<file path="src/rtl/stopwatch_bcd_counter.sv">
// Stopwatch time base and BCD digit generator: counts SS.CC (00.00-59.99)
// under run/stop/clear control and feeds the FND digit-select mux.
//
// Ports:
//   clk        in   system clock, rising edge
//   reset      in   asynchronous active-high reset
//   run_toggle in   one-cycle pulse, toggles run/stop
//   clear      in   one-cycle pulse, zeroes the count while stopped
//   digit0     out  centisecond units (BCD 0-9), mux input 0
//   digit1     out  centisecond tens  (BCD 0-9), mux input 1
//   digit2     out  second units      (BCD 0-9), mux input 2
//   digit3     out  second tens       (BCD 0-5), mux input 3
//   running    out  high while in RUN
//   wrap       out  one-cycle pulse after 59.99 -> 00.00
module stopwatch_bcd_counter #(
  parameter int unsigned CLK_HZ  = 100_000_000,
  parameter int unsigned TICK_HZ = 100
) (
  input  logic       clk,
  input  logic       reset,
  input  logic       run_toggle,
  input  logic       clear,
  output logic [3:0] digit0,
  output logic [3:0] digit1,
  output logic [3:0] digit2,
  output logic [3:0] digit3,
  output logic       running,
  output logic       wrap
);

  // DIV must be >= 2 for the prescaler to make sense.
  localparam int unsigned DIV = CLK_HZ / TICK_HZ;
  localparam int unsigned PW  = (DIV > 1) ? $clog2(DIV) : 1;
  localparam logic [PW-1:0] TERM = PW'(DIV - 1);

  typedef enum logic [1:0] {
    ST_STOP = 2'd0,
    ST_RUN  = 2'd1,
    ST_CLR  = 2'd2
  } state_t;

  state_t        r_state;
  state_t        w_state_nxt;
  logic [PW-1:0] r_presc;
  logic [PW-1:0] w_presc_nxt;
  logic [3:0]    r_d0, r_d1, r_d2, r_d3;
  logic [3:0]    w_d0_nxt, w_d1_nxt, w_d2_nxt, w_d3_nxt;
  logic          r_running;
  logic          r_wrap;
  logic          w_tick;
  logic          w_c0, w_c1, w_c2;
  logic          w_rollover;

  // Next-state logic; clear wins over run_toggle when both arrive in STOP.
  always_comb begin
    w_state_nxt = r_state;
    case (r_state)
      ST_STOP: begin
        if (clear)           w_state_nxt = ST_CLR;
        else if (run_toggle) w_state_nxt = ST_RUN;
      end
      ST_RUN:  if (run_toggle) w_state_nxt = ST_STOP;
      ST_CLR:  w_state_nxt = ST_STOP;
      default: w_state_nxt = ST_STOP;
    endcase
  end

  // Centisecond tick and BCD carry chain.
  assign w_tick     = (r_state == ST_RUN) && (r_presc == TERM);
  assign w_c0       = w_tick && (r_d0 == 4'd9);
  assign w_c1       = w_c0 && (r_d1 == 4'd9);
  assign w_c2       = w_c1 && (r_d2 == 4'd9);
  assign w_rollover = w_c2 && (r_d3 == 4'd5);

  // Prescaler and digit next values; prescaler holds outside RUN so a
  // partial centisecond survives stop/resume.
  always_comb begin
    w_presc_nxt = r_presc;
    w_d0_nxt    = r_d0;
    w_d1_nxt    = r_d1;
    w_d2_nxt    = r_d2;
    w_d3_nxt    = r_d3;
    if (r_state == ST_CLR) begin
      w_presc_nxt = '0;
      w_d0_nxt    = 4'd0;
      w_d1_nxt    = 4'd0;
      w_d2_nxt    = 4'd0;
      w_d3_nxt    = 4'd0;
    end else if (r_state == ST_RUN) begin
      w_presc_nxt = (r_presc == TERM) ? '0 : r_presc + PW'(1);
      if (w_tick) w_d0_nxt = (r_d0 == 4'd9) ? 4'd0 : r_d0 + 4'd1;
      if (w_c0)   w_d1_nxt = (r_d1 == 4'd9) ? 4'd0 : r_d1 + 4'd1;
      if (w_c1)   w_d2_nxt = (r_d2 == 4'd9) ? 4'd0 : r_d2 + 4'd1;
      if (w_c2)   w_d3_nxt = (r_d3 == 4'd5) ? 4'd0 : r_d3 + 4'd1;
    end
  end

  // State, counters and registered outputs.
  always_ff @(posedge clk or posedge reset) begin
    if (reset) begin
      r_state   <= ST_STOP;
      r_presc   <= '0;
      r_d0      <= 4'd0;
      r_d1      <= 4'd0;
      r_d2      <= 4'd0;
      r_d3      <= 4'd0;
      r_running <= 1'b0;
      r_wrap    <= 1'b0;
    end else begin
      r_state   <= w_state_nxt;
      r_presc   <= w_presc_nxt;
      r_d0      <= w_d0_nxt;
      r_d1      <= w_d1_nxt;
      r_d2      <= w_d2_nxt;
      r_d3      <= w_d3_nxt;
      r_running <= (w_state_nxt == ST_RUN);
      r_wrap    <= w_rollover;
    end
  end

  assign digit0  = r_d0;
  assign digit1  = r_d1;
  assign digit2  = r_d2;
  assign digit3  = r_d3;
  assign running = r_running;
  assign wrap    = r_wrap;

endmodule

</file>
<file path="config.mk">
export PLATFORM = sky130hd
export DESIGN_NAME = stopwatch_bcd_counter
export DESIGN_NICKNAME = d
export VERILOG_FILES = /design/src/rtl/stopwatch_bcd_counter.sv
export SDC_FILE = /design/constraint.sdc
export NUM_CORES = 1
export LEC_CHECK = 0
export BUFFER_PORTS_ARGS = -buffer_cell sky130_fd_sc_hd__buf_2
export CAP_MARGIN = 5
export CORE_MARGIN = 1
export CORE_UTILIZATION = 44
export DETAILED_ROUTE_END_ITERATION = 8
export SLEW_MARGIN = 0
export SYNTH_ARGS = -nofsm -noshare
export SYNTH_HDL_FRONTEND = slang
export SYNTH_SLANG_ARGS = --single-unit
</file>
<file path="constraint.sdc">
create_clock -name clk -period 2.1 [get_ports clk]
set_input_delay 0.315 -clock clk [delete_from_list [all_inputs] [get_ports clk]]
set_output_delay 0.315 -clock clk [all_outputs]
set_load 0.1 [all_outputs]
</file>
==> summary by stage <==
Synth
The most frequently used flop master after synthesis is dfrtp_1. The fraction of the mapped netlist area in compound gates is 0.1178. The share of synthesized area in the top cell type comes to 0.4264. The gate count after technology mapping is 249. Summing every instance area after synthesis gives 2347 µm². The dominant combinational cell family by area after synthesis is simple AND/OR/NAND/NOR gates. The average cell area after synthesis is 9.427 µm². Of the synthesized area, sequential elements account for 0.4264. The count of unique library cells instantiated by Yosys is 47. The simple-gate share of the synthesized area is 0.2724. The share of synthesized area spent on multiplexers is 0.03038. The post-synthesis register bit count is 40. The post-synthesis net count is 265. Yosys printed 0 warnings. The leading area contributor after synthesis is dfrtp_1. The XOR/XNOR share of the synthesized area is 0.05224. In the synthesized netlist the async set-or-reset flop fraction comes to 1.000.

Among all cell types in the netlist, the one instantiated most often is dfrtp_1. Ranked by total cell area, the synthesized netlist is headed by dfrtp_1 (43%), ha_1 (6.4%), nor2_1 (4.5%), xor2_1 (4.1%), nand3_1 (3.2%). Counting instances in the post-synthesis netlist gives the leading cell types as dfrtp_1 (40), nor2_1 (28), nand2_1 (17). The number of flops mapped to enable cells by yosys is 0. Of the total synthesized cell area, the portion taken by full adders, half adders and majority gates is 0.06397.

Drt
The detailed-route via count is 2067. The first detailed-routing pass ran for 4 iterations. The total wire length after detailed routing is 5.433 mm.

The average wire per standard cell is 14.45 µm. For this run, design rule violations remaining after detail routing come to 0. The number of DRC markers after the initial detailed-route iteration is 109. After detailed routing, the number of vias per cell comes to 5.497. The count of nets left with antenna violations once routing finished came out at 0.

Clocking
The CTS sink count is 40. Clock tree synthesis selected as its root buffer the cell clkbuf_8. Clock latency on the worst-skew pair, taken at its later pin, is 300 ps. TritonCTS built the clock tree.

The clock passes through at most 2 buffers. In this run, CTS created clock tree buffers numbering 5. The clock input transition at the sequential cells of the worst setup and hold paths is 80 ps.

The deepest level of the CTS H-tree is 2. The number of hold buffers added after CTS was 0.

Floorplan
The area of the core is 5107 µm². In this run the count of I/O pins placed on the die edge is 22. The die is 75.04 µm wide. The initial core utilization is 0.4596.

The die footprint is 5631 µm². The die outline height is 75.04 µm. The floorplan has 26 rows.

Worst setup path
The startpoint kind of the worst setup timing path is a flop. The cell with the largest stage delay on the worst path is or4b_1. The critical path ends at digit2[3]. The critical path starts at r_presc[12]. STA puts the critical path data arrival time at 2310 ps. The critical path goes through or4b_1, or4_4, a2111oi_4, o21ai_1, mux2_4. The endpoint type of the worst setup path is a flop.

The peak fanout along the critical path is 4. The logic depth of the worst register-to-register path is 5. The delay of the slowest cell on the worst path is 510 ps. The critical path is of the flop to flop type. In this run the critical register-to-register path is launched from r_presc[12].

The register-to-register setup slack is -30 ps. The worst register-to-register path ends at digit2[3]. The data required time of the worst path is 2280 ps.

Power and ir drop
The analysis attributes to cell leakage a power of 1.365 nW. The share of total power dissipated in the clock network is 0.199. The power share of the combinational group is 0.463. The internal portion of the total power is 1.569 mW. Of the total power, the share spent switching nets is 0.4185. The share of total power dissipated in sequential elements is 0.338. The power density over the cells is 893.3 nW/µm².

The worst vdd rail ir drop is 638.0 µV. The power dissipated by switching net loads is 1.129 mW.

Global route
Entering global routing, the biggest net connects 41 pins. The number of global-route vias before repair is 1838. The total routing resource utilization after global routing is 0.2105.

The initial antenna violation count is 0. The wire length of the first global-routing pass is 8.721 mm. The total congestion overflow after global routing is 0.

Finish
Of the cells placed in the final design, the portion with a size suffix greater than 1 is 0.3137. The layout filler cell count is 455. Once layout is complete, the utilization of the core stands at 0.5914. The antenna diode count is 0. The number of nets at the end of the flow is 321. The relative area change from synthesis to final layout is 28.68%.

Timing
The final clock skew is 7.496 ps. Based on the critical path, the design can be clocked at up to 0.4688 GHz. The final count of pins violating max slew was 0. Of the available clock period, the critical path in the final layout requires 1.016.

Measured against its own limit, the worst slew margin works out to 0.6533. The minimum hold slack is 133.7 ps. The hold violation count in the final report is 0. At the pin with the least slew margin, the transition time is 520.1 ps.

The final worst-path setup slack is -33.08 ps. The number of endpoints failing setup at the final stage is 2. Setup repair after global routing could not meet its margin everywhere. The shortest clock period the worst path allows after layout is 2133 ps.

Job
Across the run, the number of max-cap violations was 0.

Outcome
The flow ran to the end, but the final reports show violations. The final reports fail on negative setup slack.

Placed design
The placed wire-length estimate is 3.977 mm. The minimum setup slack after placement is -5.131 ps. The port buffer count is 21.

Routability-driven placement finished with a final weighted congestion of 0.7931.

Worst hold path
The class of the most critical hold timing path is input port to async pin.
[metal layers]
layer  share of wire  up-vias  global-route usage
li1                -     1013                   -
met1            0.46     1014              0.2796
met2            0.50       34              0.3524
met3           0.030        6             0.04016
met4           0.010        0             0.05660
met5               0        -                   0
[kinds of logic (layout without fill, tap and decap cells)]
logic type,count (synthesis),count (layout)
adder cells (fa/ha/maj),12,12
buffers and inverters,22,79
multiplexers,7,7
flip-flops,40,40
XOR/XNOR,14,14
AO/OA/AOI/OAI,42,42
AND/OR/NAND/NOR,112,112
[sequential cells by signal, indices dropped and copies added (netlist names)]
name,cells
digit0,4
digit1,4
digit2,4
digit3,4
r_presc,20
r_state,2
running,1
wrap,1
[final cells by class]
| type | instances | area [µm²] | area share |
|---|---|---|---|
| clock buffers | 7 | 86.33 | 0.02858 |
| clock inverters | 1 | 7.507 | 0.002485 |
| inverters | 15 | 56.30 | 0.01864 |
| multi-input cells | 187 | 1375 | 0.4553 |
| flip-flops and latches | 40 | 1023 | 0.3389 |
| well taps | 70 | 87.58 | 0.02900 |
| repair buffers | 56 | 384.1 | 0.1272 |
[worst min-delay path by stage]
stage / startpoint / cells past startpoint / end / slack (ps)
floorplan: run_toggle / 1 / r_state[1] / 430
global route: reset / 3 / running / 170
CTS: reset / 3 / r_presc[1] / 150
detailed placement: reset / 3 / r_state[0] / 470
global placement: reset / 3 / r_state[0] / 470
finish: reset / 3 / r_presc[1] / 130
[power groups by stage]
stage	Combinational [mW]	Sequential, mW	Clock (mW)
6_report	1.25	0.911	0.538
4_1_cts	1.17	0.909	0.558
2_1_floorplan	0.529	1.13	0
5_1_grt	1.36	0.919	0.596
3_3_place_gp	1.16	0.922	0
3_5_place_dp	1.17	0.923	0
[critical path, delay by kind of cell, from the launching register on]
kind	cells	cell delay, ps
simple gates	2	1000
mux	1	260
flops	1	380
compound gates	2	380
[through the flow]
stage	cell area (µm²)	cells	TNS [ps]	power, mW
2_1_floorplan	2382	249	-5.852	1.655
3_3_place_gp	2805	366	0	2.082
3_5_place_dp	2805	366	-5.699	2.090
4_1_cts	2903	374	-60.20	2.636
5_1_grt	3020	376	-635.0	2.878
6_report	3020	376	-55.89	2.698
[what timing repair did]
action,in CTS,in global routing
resized for setup,1,21
setup endpoints to repair,4,15
pin swaps,1,7
setup buffers,0,2
[cell usage in the layout, fill, tap and decap left out, types with 2 or more instances in the layout]
master	count
nand4b_1	2
buf_2	21
mux2i_1	6
a211oi_1	2
nor4_2	2
o21ai_1	3
nand3_1	14
ha_1	10
or4_4	2
or4_1	2
o31ai_1	7
clkbuf_8	6
and3_1	6
buf_4	33
nor2_1	27
nand4bb_1	3
and4_1	2
dfrtp_2	9
o41ai_2	2
inv_1	14
nor4_1	2
and3b_1	3
nand2b_1	4
o21ai_2	3
nand2_1	17
a21oi_1	2
nand3b_1	2
dfrtp_4	3
xor2_1	11
nor3_1	4
o41ai_1	2
nand4_1	9
xnor2_1	3
dfrtp_1	28
o21ai_0	12
(Power assumes the default switching activity.)
